[src/rtl/touch_gesture_ctrl_if.sv]
// Touch-key gesture bundle: raw pad level in, read enable / mode / gesture strobes out.
// Strobes are 1-cycle fire-and-forget events with no ready/backpressure; rd_en and mode are levels.
interface touch_gesture_ctrl_if;
  logic       touch_key;
  logic       rd_en;
  logic [1:0] mode;
  logic       tap_pulse;
  logic       dtap_pulse;
  logic       long_pulse;
  logic       busy;
  logic [2:0] dbg_state;

  modport master (
    input  touch_key,
    output rd_en, mode, tap_pulse, dtap_pulse, long_pulse, busy, dbg_state
  );

  modport slave (
    output touch_key,
    input  rd_en, mode, tap_pulse, dtap_pulse, long_pulse, busy, dbg_state
  );
endinterface

[src/rtl/touch_gesture_ctrl.sv]
// Debounces the touch pad and classifies presses as tap / double tap / long press,
// driving the read enable toggle and the 2-bit mode stepper.
module touch_gesture_ctrl #(
  parameter int unsigned DEBOUNCE_CYC = 500_000,
  parameter int unsigned LONG_CYC     = 50_000_000,
  parameter int unsigned DTAP_CYC     = 15_000_000
) (
  input  logic                 clk_50m,
  input  logic                 rst_n,
  touch_gesture_ctrl_if.master bus
);
  localparam int unsigned DW   = (DEBOUNCE_CYC > 1) ? $clog2(DEBOUNCE_CYC) : 1;
  localparam int unsigned GMAX = (LONG_CYC > DTAP_CYC) ? LONG_CYC : DTAP_CYC;
  localparam int unsigned GW   = (GMAX > 1) ? $clog2(GMAX) : 1;
  localparam logic [DW-1:0] DCNT_LAST = DW'(DEBOUNCE_CYC - 1);
  localparam logic [GW-1:0] LONG_LAST = GW'(LONG_CYC - 1);
  localparam logic [GW-1:0] DTAP_LAST = GW'(DTAP_CYC - 1);

  typedef enum logic [2:0] {
    S_IDLE     = 3'd0,
    S_PRESS1   = 3'd1,
    S_GAP      = 3'd2,
    S_PRESS2   = 3'd3,
    S_WAIT_REL = 3'd4
  } state_t;

  logic          r_sync1;
  logic          r_key_s;
  logic          r_key_db;
  logic          r_key_db_d;
  logic [DW-1:0] r_dcnt;
  logic [GW-1:0] r_gcnt;
  state_t        r_state;
  state_t        w_state_next;
  logic          w_db_rise;
  logic          w_db_fall;
  logic          w_tap_set;
  logic          w_dtap_set;
  logic          w_long_set;
  logic          w_busy;
  logic          r_tap;
  logic          r_dtap;
  logic          r_long;
  logic          r_rd_en;
  logic [1:0]    r_mode;

  // Debounced level only follows key_s after DEBOUNCE_CYC consecutive disagreeing cycles.
  always_ff @(posedge clk_50m or negedge rst_n) begin
    if (!rst_n) begin
      r_sync1    <= 1'b0;
      r_key_s    <= 1'b0;
      r_key_db   <= 1'b0;
      r_key_db_d <= 1'b0;
      r_dcnt     <= '0;
    end else begin
      r_sync1    <= bus.touch_key;
      r_key_s    <= r_sync1;
      r_key_db_d <= r_key_db;
      if (r_key_s != r_key_db) begin
        if (r_dcnt == DCNT_LAST) begin
          r_key_db <= r_key_s;
          r_dcnt   <= '0;
        end else begin
          r_dcnt <= r_dcnt + DW'(1);
        end
      end else begin
        r_dcnt <= '0;
      end
    end
  end

  assign w_db_rise = r_key_db & ~r_key_db_d;
  assign w_db_fall = ~r_key_db & r_key_db_d;

  always_ff @(posedge clk_50m or negedge rst_n) begin
    if (!rst_n) begin
      r_gcnt <= '0;
    end else if (w_state_next != r_state) begin
      r_gcnt <= '0;
    end else if (r_gcnt != '1) begin
      r_gcnt <= r_gcnt + GW'(1);
    end
  end

  always_ff @(posedge clk_50m or negedge rst_n) begin
    if (!rst_n) r_state <= S_IDLE;
    else        r_state <= w_state_next;
  end

  // Edges are tested before timeouts so an edge landing on the timeout cycle wins.
  always_comb begin
    w_state_next = r_state;
    case (r_state)
      S_IDLE:     if (w_db_rise) w_state_next = S_PRESS1;
      S_PRESS1: begin
        if (w_db_fall)                                 w_state_next = S_GAP;
        else if (r_gcnt == LONG_LAST && r_key_db)      w_state_next = S_WAIT_REL;
      end
      S_GAP: begin
        if (w_db_rise)                                 w_state_next = S_PRESS2;
        else if (r_gcnt == DTAP_LAST)                  w_state_next = S_IDLE;
      end
      S_PRESS2: begin
        if (w_db_fall)                                 w_state_next = S_IDLE;
        else if (r_gcnt == LONG_LAST)                  w_state_next = S_WAIT_REL;
      end
      S_WAIT_REL: if (w_db_fall) w_state_next = S_IDLE;
      default:    w_state_next = S_IDLE;
    endcase
  end

  always_comb begin
    w_tap_set  = 1'b0;
    w_dtap_set = 1'b0;
    w_long_set = 1'b0;
    w_busy     = (r_state != S_IDLE);
    case (r_state)
      S_PRESS1: w_long_set = !w_db_fall && r_gcnt == LONG_LAST && r_key_db;
      S_GAP:    w_tap_set  = !w_db_rise && r_gcnt == DTAP_LAST;
      S_PRESS2: begin
        w_dtap_set = w_db_fall;
        w_long_set = !w_db_fall && r_gcnt == LONG_LAST;
      end
      default: ;
    endcase
  end

  always_ff @(posedge clk_50m or negedge rst_n) begin
    if (!rst_n) begin
      r_tap   <= 1'b0;
      r_dtap  <= 1'b0;
      r_long  <= 1'b0;
      r_rd_en <= 1'b0;
      r_mode  <= 2'd0;
    end else begin
      r_tap  <= w_tap_set;
      r_dtap <= w_dtap_set;
      r_long <= w_long_set;
      if (w_long_set) begin
        r_rd_en <= 1'b0;
        r_mode  <= 2'd0;
      end else if (w_dtap_set) begin
        r_mode <= r_mode + 2'd1;
      end else if (w_tap_set) begin
        r_rd_en <= ~r_rd_en;
      end
    end
  end

  assign bus.rd_en      = r_rd_en;
  assign bus.mode       = r_mode;
  assign bus.tap_pulse  = r_tap;
  assign bus.dtap_pulse = r_dtap;
  assign bus.long_pulse = r_long;
  assign bus.busy       = w_busy;
  assign bus.dbg_state  = r_state;
endmodule
[src/flat_wrapper.sv]
// flat-port wrapper written by rule: the top's interface ports become plain ports
module touch_gesture_ctrl_flat 
#(
  parameter int unsigned DEBOUNCE_CYC = 500_000,
  parameter int unsigned LONG_CYC     = 50_000_000,
  parameter int unsigned DTAP_CYC     = 15_000_000
)
  (clk_50m, rst_n, bus_touch_key, bus_rd_en, bus_mode, bus_tap_pulse, bus_dtap_pulse, bus_long_pulse, bus_busy, bus_dbg_state);
  touch_gesture_ctrl_if bus_i ();
  input  logic clk_50m;
  input  logic rst_n;
  input wire logic [$bits(bus_i.touch_key)-1:0] bus_touch_key;
  output wire logic [$bits(bus_i.rd_en)-1:0] bus_rd_en;
  output wire logic [$bits(bus_i.mode)-1:0] bus_mode;
  output wire logic [$bits(bus_i.tap_pulse)-1:0] bus_tap_pulse;
  output wire logic [$bits(bus_i.dtap_pulse)-1:0] bus_dtap_pulse;
  output wire logic [$bits(bus_i.long_pulse)-1:0] bus_long_pulse;
  output wire logic [$bits(bus_i.busy)-1:0] bus_busy;
  output wire logic [$bits(bus_i.dbg_state)-1:0] bus_dbg_state;
  assign bus_i.touch_key = bus_touch_key;
  assign bus_rd_en = bus_i.rd_en;
  assign bus_mode = bus_i.mode;
  assign bus_tap_pulse = bus_i.tap_pulse;
  assign bus_dtap_pulse = bus_i.dtap_pulse;
  assign bus_long_pulse = bus_i.long_pulse;
  assign bus_busy = bus_i.busy;
  assign bus_dbg_state = bus_i.dbg_state;
  touch_gesture_ctrl #(.DEBOUNCE_CYC(DEBOUNCE_CYC), .LONG_CYC(LONG_CYC), .DTAP_CYC(DTAP_CYC)) u_core (.clk_50m(clk_50m), .rst_n(rst_n), .bus(bus_i));
endmodule
[config.mk]
export PLATFORM = sky130hd
export DESIGN_NAME = touch_gesture_ctrl_flat
export DESIGN_NICKNAME = d
export VERILOG_FILES = /design/src/rtl/touch_gesture_ctrl_if.sv /design/src/rtl/touch_gesture_ctrl.sv /design/src/flat_wrapper.sv
export SDC_FILE = /design/constraint.sdc
export NUM_CORES = 1
export LEC_CHECK = 0
export CORE_AREA = 2 2 86 88
export CTS_CLUSTER_SIZE = 14
export DETAILED_ROUTE_END_ITERATION = 16
export DIE_AREA = 0 0 88 90
export HOLD_SLACK_MARGIN = 0.12
export PLACE_DENSITY = 0.68
export SYNTH_ARGS = -nofsm -noshare
export SYNTH_HDL_FRONTEND = slang
export SYNTH_SLANG_ARGS = --single-unit
[constraint.sdc]
create_clock -name clk_50m -period 2.7 [get_ports clk_50m]
set_input_delay 0.675 -clock clk_50m [delete_from_list [all_inputs] [get_ports clk_50m]]
set_output_delay 0.675 -clock clk_50m [all_outputs]
set_load 0.005 [all_outputs]
# Word level (Yosys, flattened, before mapping)
# Index checks and enable logic that the tools add are counted.
# word_totals
register_bits,58
word_cells,65
# op_classes
add_sub_neg,3
eq_ne,11
n_mux,21
bitwise_logic,5
reduce_logical,13
# ops
cell,count
26-bit two-way mux,2
19-bit two-way mux,2
26-bit by 1-bit adder with 26-bit output (second input constant),1
26-bit by 24-bit == test with 1-bit output (second input constant),1
26-bit == test (second input constant),1
26-bit inequality test (second input constant),1
3-bit two-way mux,8
19-bit by 1-bit adder with 19-bit output (second input constant),1
19-bit == test (second input constant),1
3-bit one-hot mux with 5 select lines,1
3-bit by 2-bit == test with 1-bit output (second input constant),2
2-bit nonzero test,3
1-bit two-way mux,5
1-bit logical AND,4
2-bit two-way mux,2
2-bit AND reduction,2
3-bit by 1-bit == test with 1-bit output (second input constant),1
3-bit == test (second input constant),1
3-bit zero test,1
3-bit inequality test,1
1-bit NOT,3
3-bit nonzero test,1
2-bit by 1-bit adder with 2-bit output (second input constant),1
1-bit bitwise AND,2
4 further kinds,5

# Logic depth before layout (Yosys ltp)
# Gate-level depths: netlist (run 1).
# depth
depth_word,8
ltp_mapped,9
depth_no_buf,6

# Worst setup path after synthesis (run 1)
# OpenSTA, ideal clock, no wires.
# synth_path
kind,register to register
startpoint,register u_core.r_gcnt[0]
endpoint,register u_core.r_gcnt[11]
setup_ps,78
arrival_ps,2057
required_time_ps,2622
path_slack_ps,565
stages_incl_launch_ff,10
path_buffers,3
cell_sequence,dfrtp_1 -> ha_1 -> and4_4 -> buf_6 -> and4_4 -> buf_6 -> and2_4 -> buf_6 -> or4_1 -> a21oi_1
# synth_via
elab_chain_len,7
elab_cells_between_ends,16
classes_between,add/sub (1); eq/ne (4); mux (9); reduce/logical (2)
# synth_rtl
item,line_no,text
from (decl),touch_gesture_ctrl.sv:32,logic [GW-1:0] r_gcnt;
from (signal assigned),touch_gesture_ctrl.sv:81,r_gcnt <= r_gcnt + GW'(1);
26-bit == test,"touch_gesture_ctrl.sv:97, touch_gesture_ctrl.sv:105",
1-bit logical AND,touch_gesture_ctrl.sv:97,else if (r_gcnt == LONG_LAST && r_key_db) w_state_next = S_WAIT_REL;
3-bit two-way mux,touch_gesture_ctrl.sv:97,
3-bit two-way mux,touch_gesture_ctrl.sv:96,if (w_db_fall) w_state_next = S_GAP;
3-bit one-hot mux with 5 select lines,touch_gesture_ctrl.sv:93,case (r_state)
3-bit inequality test,touch_gesture_ctrl.sv:78,end else if (w_state_next != r_state) begin
26-bit two-way mux or 2-bit nonzero test (tied branches),--,
# Parallel ways exist; a longest one is shown, timed or not. The select of a mux whose other input is x is not followed.
# A chain may end at the register's enable or synchronous reset.

# Worst setup path in the final report (run 1)
# layout_path
startpoint,register u_core.r_state[0] (netlist: u_core.bus.dbg_state[0])
endpoint,output bus_busy
# layout_via
elab_chain_len,1
# layout_rtl
item,line_no,text
from (decl),touch_gesture_ctrl.sv:33,state_t r_state;
from (signal assigned),touch_gesture_ctrl.sv:87,else r_state <= w_state_next;
3-bit nonzero test,touch_gesture_ctrl.sv:116,w_busy = (r_state != S_IDLE);
to (decl),flat_wrapper.sv:18,output wire logic [$bits(bus_i.busy)-1:0] bus_busy;
# No other way between the ends.

==> impl_metrics.json, run 1 <==
{
  "stdcell_area_um2": 3480,
  "endpoint_kind": "primary output",
  "cts_buffers": 9,
  "drtAntennaViolNets": 0,
  "p_clk_frac": 0.498,
  "fin_crit_sh": 0.868,
  "synth_cell_types": 46,
  "drc_errors": 0,
  "die_y_um": 90,
  "critPathArrivalTime_ns": 1.67,
  "crit_fanout": 13,
  "worstSetupPathType": "flip-flop to primary output",
  "die-area_um2": 7920,
  "boundaryPins": 13,
  "hold_path.class": "input pin to asynchronous set/reset pin",
  "fin_cells": 437,
  "busiest_layer": "met2",
  "fmax_mhz": 427,
  "ctsResizeCount": 0,
  "grt_max_degree": 59,
  "grt_use_met2": 0.251,
  "gp_congestion": 0.806,
  "syn_area_per_cell_um2": 9.53,
  "cts_tree": "built",
  "tns_ns": 0,
  "setup_violations": 0,
  "skew_ns": 0.0185,
  "use_met3": 0.0523,
  "p_comb_frac": 0.019,
  "ys.flop_type": "dfrtp_1",
  "grt-ovfl-total": 0,
  "start_util": 0.440,
  "cts.sinks": 58,
  "clk_latency_ns": 0.35,
  "wl_um": 6320,
  "netlist_area_um2": 3090,
  "num_rows": 31,
  "maxCapViolCount": 0,
  "yosysTopAreaCellShare": 0.470,
  "postPlaceCellArea_um2": 3260,
  "use_met1": 0.236,
  "drtIter0Drc": 169,
  "p_int_mw": 1.41,
  "vias": 2401,
  "synth.most_common_cell": "dfrtp_1",
  "worst_slew_pin_slew_ns": 0.624,
  "cts.clk_slew.worst_paths_ns": 0.08,
  "fin_nets": 338,
  "cts_root_buffer": "clkbuf_8",
  "cts_setup_buffers": 0,
  "synth-edff-count": 0,
  "io_buffers": 12,
  "status": "complete, no violations",
  "synth_warnings": 0,
  "grt_pass1_wl_um": 10700,
  "cp-start-kind": "flip-flop",
  "cp_data_required_time_ns": 2.03,
  "period_minus_slack_ns": 2.34,
  "netlist_top_cells_area": "dfrtp_1 (47%), xnor2_1 (5.7%), nor2_1 (5.6%)",
  "yosysTopAreaCell": "dfrtp_1",
  "yosys_register_bits": 58,
  "grt_antenna_before_repair": 0,
  "relSlewSlack": 0.581,
  "clockBufferDepth": 2,
  "hold_slack_ns": 0.316,
  "antenna_cells": 0,
  "p_sw_frac": 0.226,
  "utilization": 0.496,
  "drive_gt1_frac": 0.0828,
  "r2r_cells": 5,
  "p_seq_frac": 0.483,
  "netlist_instances": 324,
  "detail_route.wl_per_cell_um": 14.5,
  "peakVddDrop_mv": 0.326,
  "hold_violations": 0,
  "yosysSeqAreaShare": 0.470,
  "postCtsHoldBufs": 0,
  "ys_top_cells_by_count": "dfrtp_1 (58), nor2_1 (46), nand2_1 (26)",
  "async_flop_share": 1.00,
  "area_growth_pct": 12.8,
  "power_density_nw_per_um2": 522,
  "dp_cells": 421,
  "grt_pass1_vias": 2230,
  "fillers": 639,
  "power_switching_mw": 0.411,
  "hpwl_um": 4210,
  "grt_usage": 0.171,
  "htree_num_levels": 3,
  "rsz0062_at_grt": "no",
  "dieWidth_um": 88,
  "drt_pass1_iterations": 4,
  "slew_viol_final": 0,
  "p_leak_nw": 1.41,
  "vias_per_cell": 5.49,
  "syn_nets": 329,
  "core_um2": 7020
}
==> cell usage in the layout, fill, tap and decap left out, types with 6 or more instances in the layout <==
master           count
nand2_1             26
or3_1                8
nand4_1             14
xor2_1              15
o21ai_0              7
dfrtp_1             58
xnor2_1             20
and3_1               9
clkbuf_8             9
nor2_1              46
clkdlybuf4s50_1     11
nand3_1             16
nor3_1               6
a21oi_1             18
and4_1               6
==> flip-flops by register name (all words and copies together), names as in the netlist <==
| register | count |
|---|---|
| u_core.bus.rd_en | 1 |
| u_core.r_key_db | 1 |
| u_core.r_gcnt | 26 |
| u_core.r_key_s | 1 |
| u_core.bus.mode | 2 |
| u_core.r_sync1 | 1 |
| u_core.bus.dbg_state | 3 |
| u_core.bus.dtap_pulse | 1 |
| u_core.bus.tap_pulse | 1 |
| u_core.r_key_db_d | 1 |
| u_core.r_dcnt | 19 |
| u_core.bus.long_pulse | 1 |
==> critical path, stage by stage (launching register included) <==
cell and delay (ns):
dfrtp_1 0.50, or3_1 0.38, clkdlybuf4s50_1 0.44
==> metal layers <==
metal,share of wire,vias up
met5,0,-
li1,-,1175
met4,0.017,0
met2,0.46,46
met1,0.48,1171
met3,0.043,9
==> cell type report <==
| cell class | instances | area [um^2] | share of cell area |
|---|---|---|---|
| clock buffers | 9 | 124 | 0.0356 |
| clock inverters | 7 | 101 | 0.0291 |
| inverters | 3 | 11.3 | 0.00324 |
| multi-input cells | 247 | 1530 | 0.439 |
| flip-flops and latches | 58 | 1450 | 0.417 |
| well taps | 99 | 124 | 0.0356 |
| repair buffers | 14 | 143 | 0.0410 |
==> stage by stage <==
stage / worst slack [ns] / power [mW]
global placement: 0.648 / 0.930
finish: 0.357 / 1.82
global route: 0.269 / 1.89
floorplan: 0.565 / 0.905
CTS: 0.347 / 1.84
detailed placement: 0.597 / 0.931
==> power groups by stage <==
stage	logic [mW]	clock network, mW	registers (mW)
4_1_cts	0.0361	0.927	0.878
3_5_place_dp	0.0362	0	0.895
5_1_grt	0.0402	0.970	0.879
3_3_place_gp	0.0350	0	0.895
6_report	0.0341	0.906	0.878
2_1_floorplan	0.0110	0	0.894
==> cell families (layout without fill, tap and decap cells) <==
family,count (synthesis),in the layout,share of synthesized area
adder cells (fa/ha/maj),2,2,0.00811
AND/OR/NAND/NOR,168,168,0.301
multiplexers,2,2,0.00689
XOR/XNOR,35,35,0.0993
buffers and inverters,19,33,0.0353
flip-flops,58,58,0.470
AO/OA/AOI/OAI,40,40,0.0790
==> path summary, 6_finish.rpt <==
path,from,slack (ns),end
worst max register to register,u_core.r_gcnt[6]$_DFFE_PN0P_,0.56,u_core.r_gcnt[9]$_DFFE_PN0P_
worst min register to register,u_core.r_sync1$_DFF_PN0_,0.34,u_core.r_key_s$_DFF_PN0_
min in group clk_50m,u_core.r_sync1$_DFF_PN0_,0.34,u_core.r_key_s$_DFF_PN0_
worst max-delay path,u_core.bus.dbg_state[0]$_DFF_PN0_,0.36,bus_busy
max in group asynchronous,rst_n,2.12,u_core.r_gcnt[3]$_DFFE_PN0P_
worst min-delay path,rst_n,0.32,u_core.r_dcnt[2]$_DFF_PN0_
Note: power is estimated with default switching activity, not from simulation.
==> run 2: changes to the inputs <==
--- a/config.mk
+++ b/config.mk
@@ -6,11 +6,12 @@
 export NUM_CORES = 1
 export LEC_CHECK = 0
 export CORE_AREA = 2 2 86 88
-export CTS_CLUSTER_SIZE = 14
+export CTS_CLUSTER_SIZE = 25
 export DETAILED_ROUTE_END_ITERATION = 16
 export DIE_AREA = 0 0 88 90
 export HOLD_SLACK_MARGIN = 0.12
 export PLACE_DENSITY = 0.68
+export SKIP_CTS_REPAIR_TIMING = 1
 export SYNTH_ARGS = -nofsm -noshare
 export SYNTH_HDL_FRONTEND = slang
 export SYNTH_SLANG_ARGS = --single-unit
==> results of run 2 <==
Same layout as run 1: the final DEF is identical, and so are final timing and power.
==> run 3: changes to the inputs <==
--- a/config.mk
+++ b/config.mk
@@ -10,7 +10,7 @@
 export DETAILED_ROUTE_END_ITERATION = 16
 export DIE_AREA = 0 0 88 90
 export HOLD_SLACK_MARGIN = 0.12
-export PLACE_DENSITY = 0.68
+export PLACE_DENSITY = 0.71
 export SKIP_CTS_REPAIR_TIMING = 1
 export SYNTH_ARGS = -nofsm -noshare
 export SYNTH_HDL_FRONTEND = slang
==> constraint.sdc (replaced) <==
create_clock -name clk_50m -period 1.9 [get_ports clk_50m]
set_input_delay 0.475 -clock clk_50m [delete_from_list [all_inputs] [get_ports clk_50m]]
set_output_delay 0.475 -clock clk_50m [all_outputs]
set_load 0.005 [all_outputs]
==> run 3 against run 2 <==
  * The run now ends with negative setup slack left
  * Via count grew 11%
  * Clock skew shrank 0.012 ns
  * Flip-flop and latch count unchanged
  * Sequential power increased by 42%
  * Critical path depth increased by 3
  * Combinational power grew 48%
  * Global-route usage grew 1.2 points
==> impl_metrics.json, run 3 (same netlist as run 1, synthesis figures left out) <==
{
  "status": "complete, but fails checks",
  "violations": "negative setup slack",
  "final_common_cell": "dfrtp_1",
  "grt_max_degree": 42,
  "clockBufferDepth": 2,
  "relSlewSlack": 0.721,
  "antenna_cells": 0,
  "stdcell_area_um2": 3980,
  "dp_cells": 455,
  "hold_violations": 0,
  "num_rows": 31,
  "wl_um": 7680,
  "utilization": 0.567,
  "die-area_um2": 7920,
  "crit_fanout": 7,
  "grt-ovfl-total": 0,
  "fmax_mhz": 518,
  "htree_num_levels": 3,
  "r2r_cells": 5,
  "skew_ns": 0.00673,
  "drc_errors": 0,
  "grt_pass1_vias": 2474,
  "cts_root_buffer": "clkbuf_8",
  "area_growth_pct": 29.1,
  "die_y_um": 90,
  "slew_viol_final": 0,
  "cts.clk_slew.worst_paths_ns": 0.07,
  "fin_cells": 484,
  "drive_gt1_frac": 0.252,
  "cts_tree": "built",
  "rsz0062_at_grt": "yes",
  "worstSetupPathType": "flip-flop to flip-flop",
  "multi_input_comb_area_um2": 1670,
  "clk_latency_ns": 0.34,
  "detail_route.wl_per_cell_um": 15.9,
  "largest_reg_flops": 26,
  "gp_congestion": 0.937,
  "start_util": 0.440,
  "final_cell_mix": "dfrtp_1 (56), nor2_1 (43), buf_4 (41)",
  "min_delay_path_depth": 0,
  "worst_slew_pin_slew_ns": 0.418,
  "dp_slack_ns": -0.00650,
  "postPlaceCellArea_um2": 3520,
  "cp_data_required_time_ns": 2.13,
  "boundaryPins": 13,
  "grt_antenna_before_repair": 0,
  "seqCellArea_um2": 1450,
  "fillers": 579,
  "core_um2": 7020,
  "tns_ns": -0.196,
  "p_leak_nw": 1.68,
  "grt_usage": 0.184,
  "ff2ff_setup_slack_ns": -0.03,
  "dieWidth_um": 88,
  "vias_per_cell": 5.53,
  "power_density_nw_per_um2": 642,
  "fin_nets": 385,
  "power.total_mw": 2.56,
  "drt_pass1_iterations": 4,
  "fin_ws_ns": -0.0304,
  "cp-start-kind": "flip-flop",
  "largest_register": "u_core.r_gcnt",
  "hold_slack_ns": 0.346,
  "setup_violations": 13,
  "period_minus_slack_ns": 1.93,
  "endpoint_kind": "flip-flop",
  "critPathArrivalTime_ns": 2.16,
  "hpwl_um": 4840,
  "io_buffers": 12,
  "cts.sinks": 58,
  "peakVddDrop_mv": 0.301,
  "grt_pass1_wl_um": 11500,
  "drtIter0Drc": 150,
  "cts_buffers": 9,
  "hold_path.class": "flip-flop to flip-flop",
  "drtAntennaViolNets": 0,
  "fin_crit_sh": 1.02,
  "maxCapViolCount": 0,
  "vias": 2676
}
==> run 3: layout make-up <==
| class | count | share of cell area |
|---|---|---|
| tap | 99 | 0.0311 |
| sequential | 58 | 0.365 |
| multi-input combinational | 249 | 0.419 |
| clock buffer | 13 | 0.0449 |
| timing repair buffer | 59 | 0.126 |
| clock inverter | 3 | 0.0113 |
| inverter | 3 | 0.00283 |
==> run 3: routing by layer <==
| layer | vias up | global-route usage | part of all wire |
|---|---|---|---|
| met5 | - | 0 | 0 |
| met4 | 0 | 0.0744 | 0.032 |
| met3 | 24 | 0.0459 | 0.047 |
| met2 | 87 | 0.293 | 0.49 |
| met1 | 1294 | 0.235 | 0.43 |
| li1 | 1271 | - | - |
==> run 3: where the power goes <==
part           switching, mW  total [mW]  internal (mW)  leakage, nW
Clock                  0.511        1.26          0.749        0.108
Sequential           0.00621        1.25           1.24        0.787
Combinational         0.0361      0.0506         0.0145        0.790
==> run 3: path summary, 6_finish.rpt <==
check	startpoint	end
max reg2reg	u_core.r_gcnt[11]$_DFFE_PN0P_	u_core.r_gcnt[1]$_DFFE_PN0P_
min	u_core.r_sync1$_DFF_PN0_	u_core.r_key_s$_DFF_PN0_
min reg2reg	u_core.r_sync1$_DFF_PN0_	u_core.r_key_s$_DFF_PN0_
min in group asynchronous	rst_n	u_core.r_gcnt[21]$_DFFE_PN0P_
max in group asynchronous	rst_n	u_core.r_gcnt[8]$_DFFE_PN0P_
max	u_core.r_gcnt[11]$_DFFE_PN0P_	u_core.r_gcnt[1]$_DFFE_PN0P_
==> run 3: critical path: stages (launching register included) <==
cell and delay (ns):
dfrtp_1 0.39, or3_4 0.42, or4_4 0.56, o211ai_4 0.22, buf_6 0.17, nor2_1 0.05
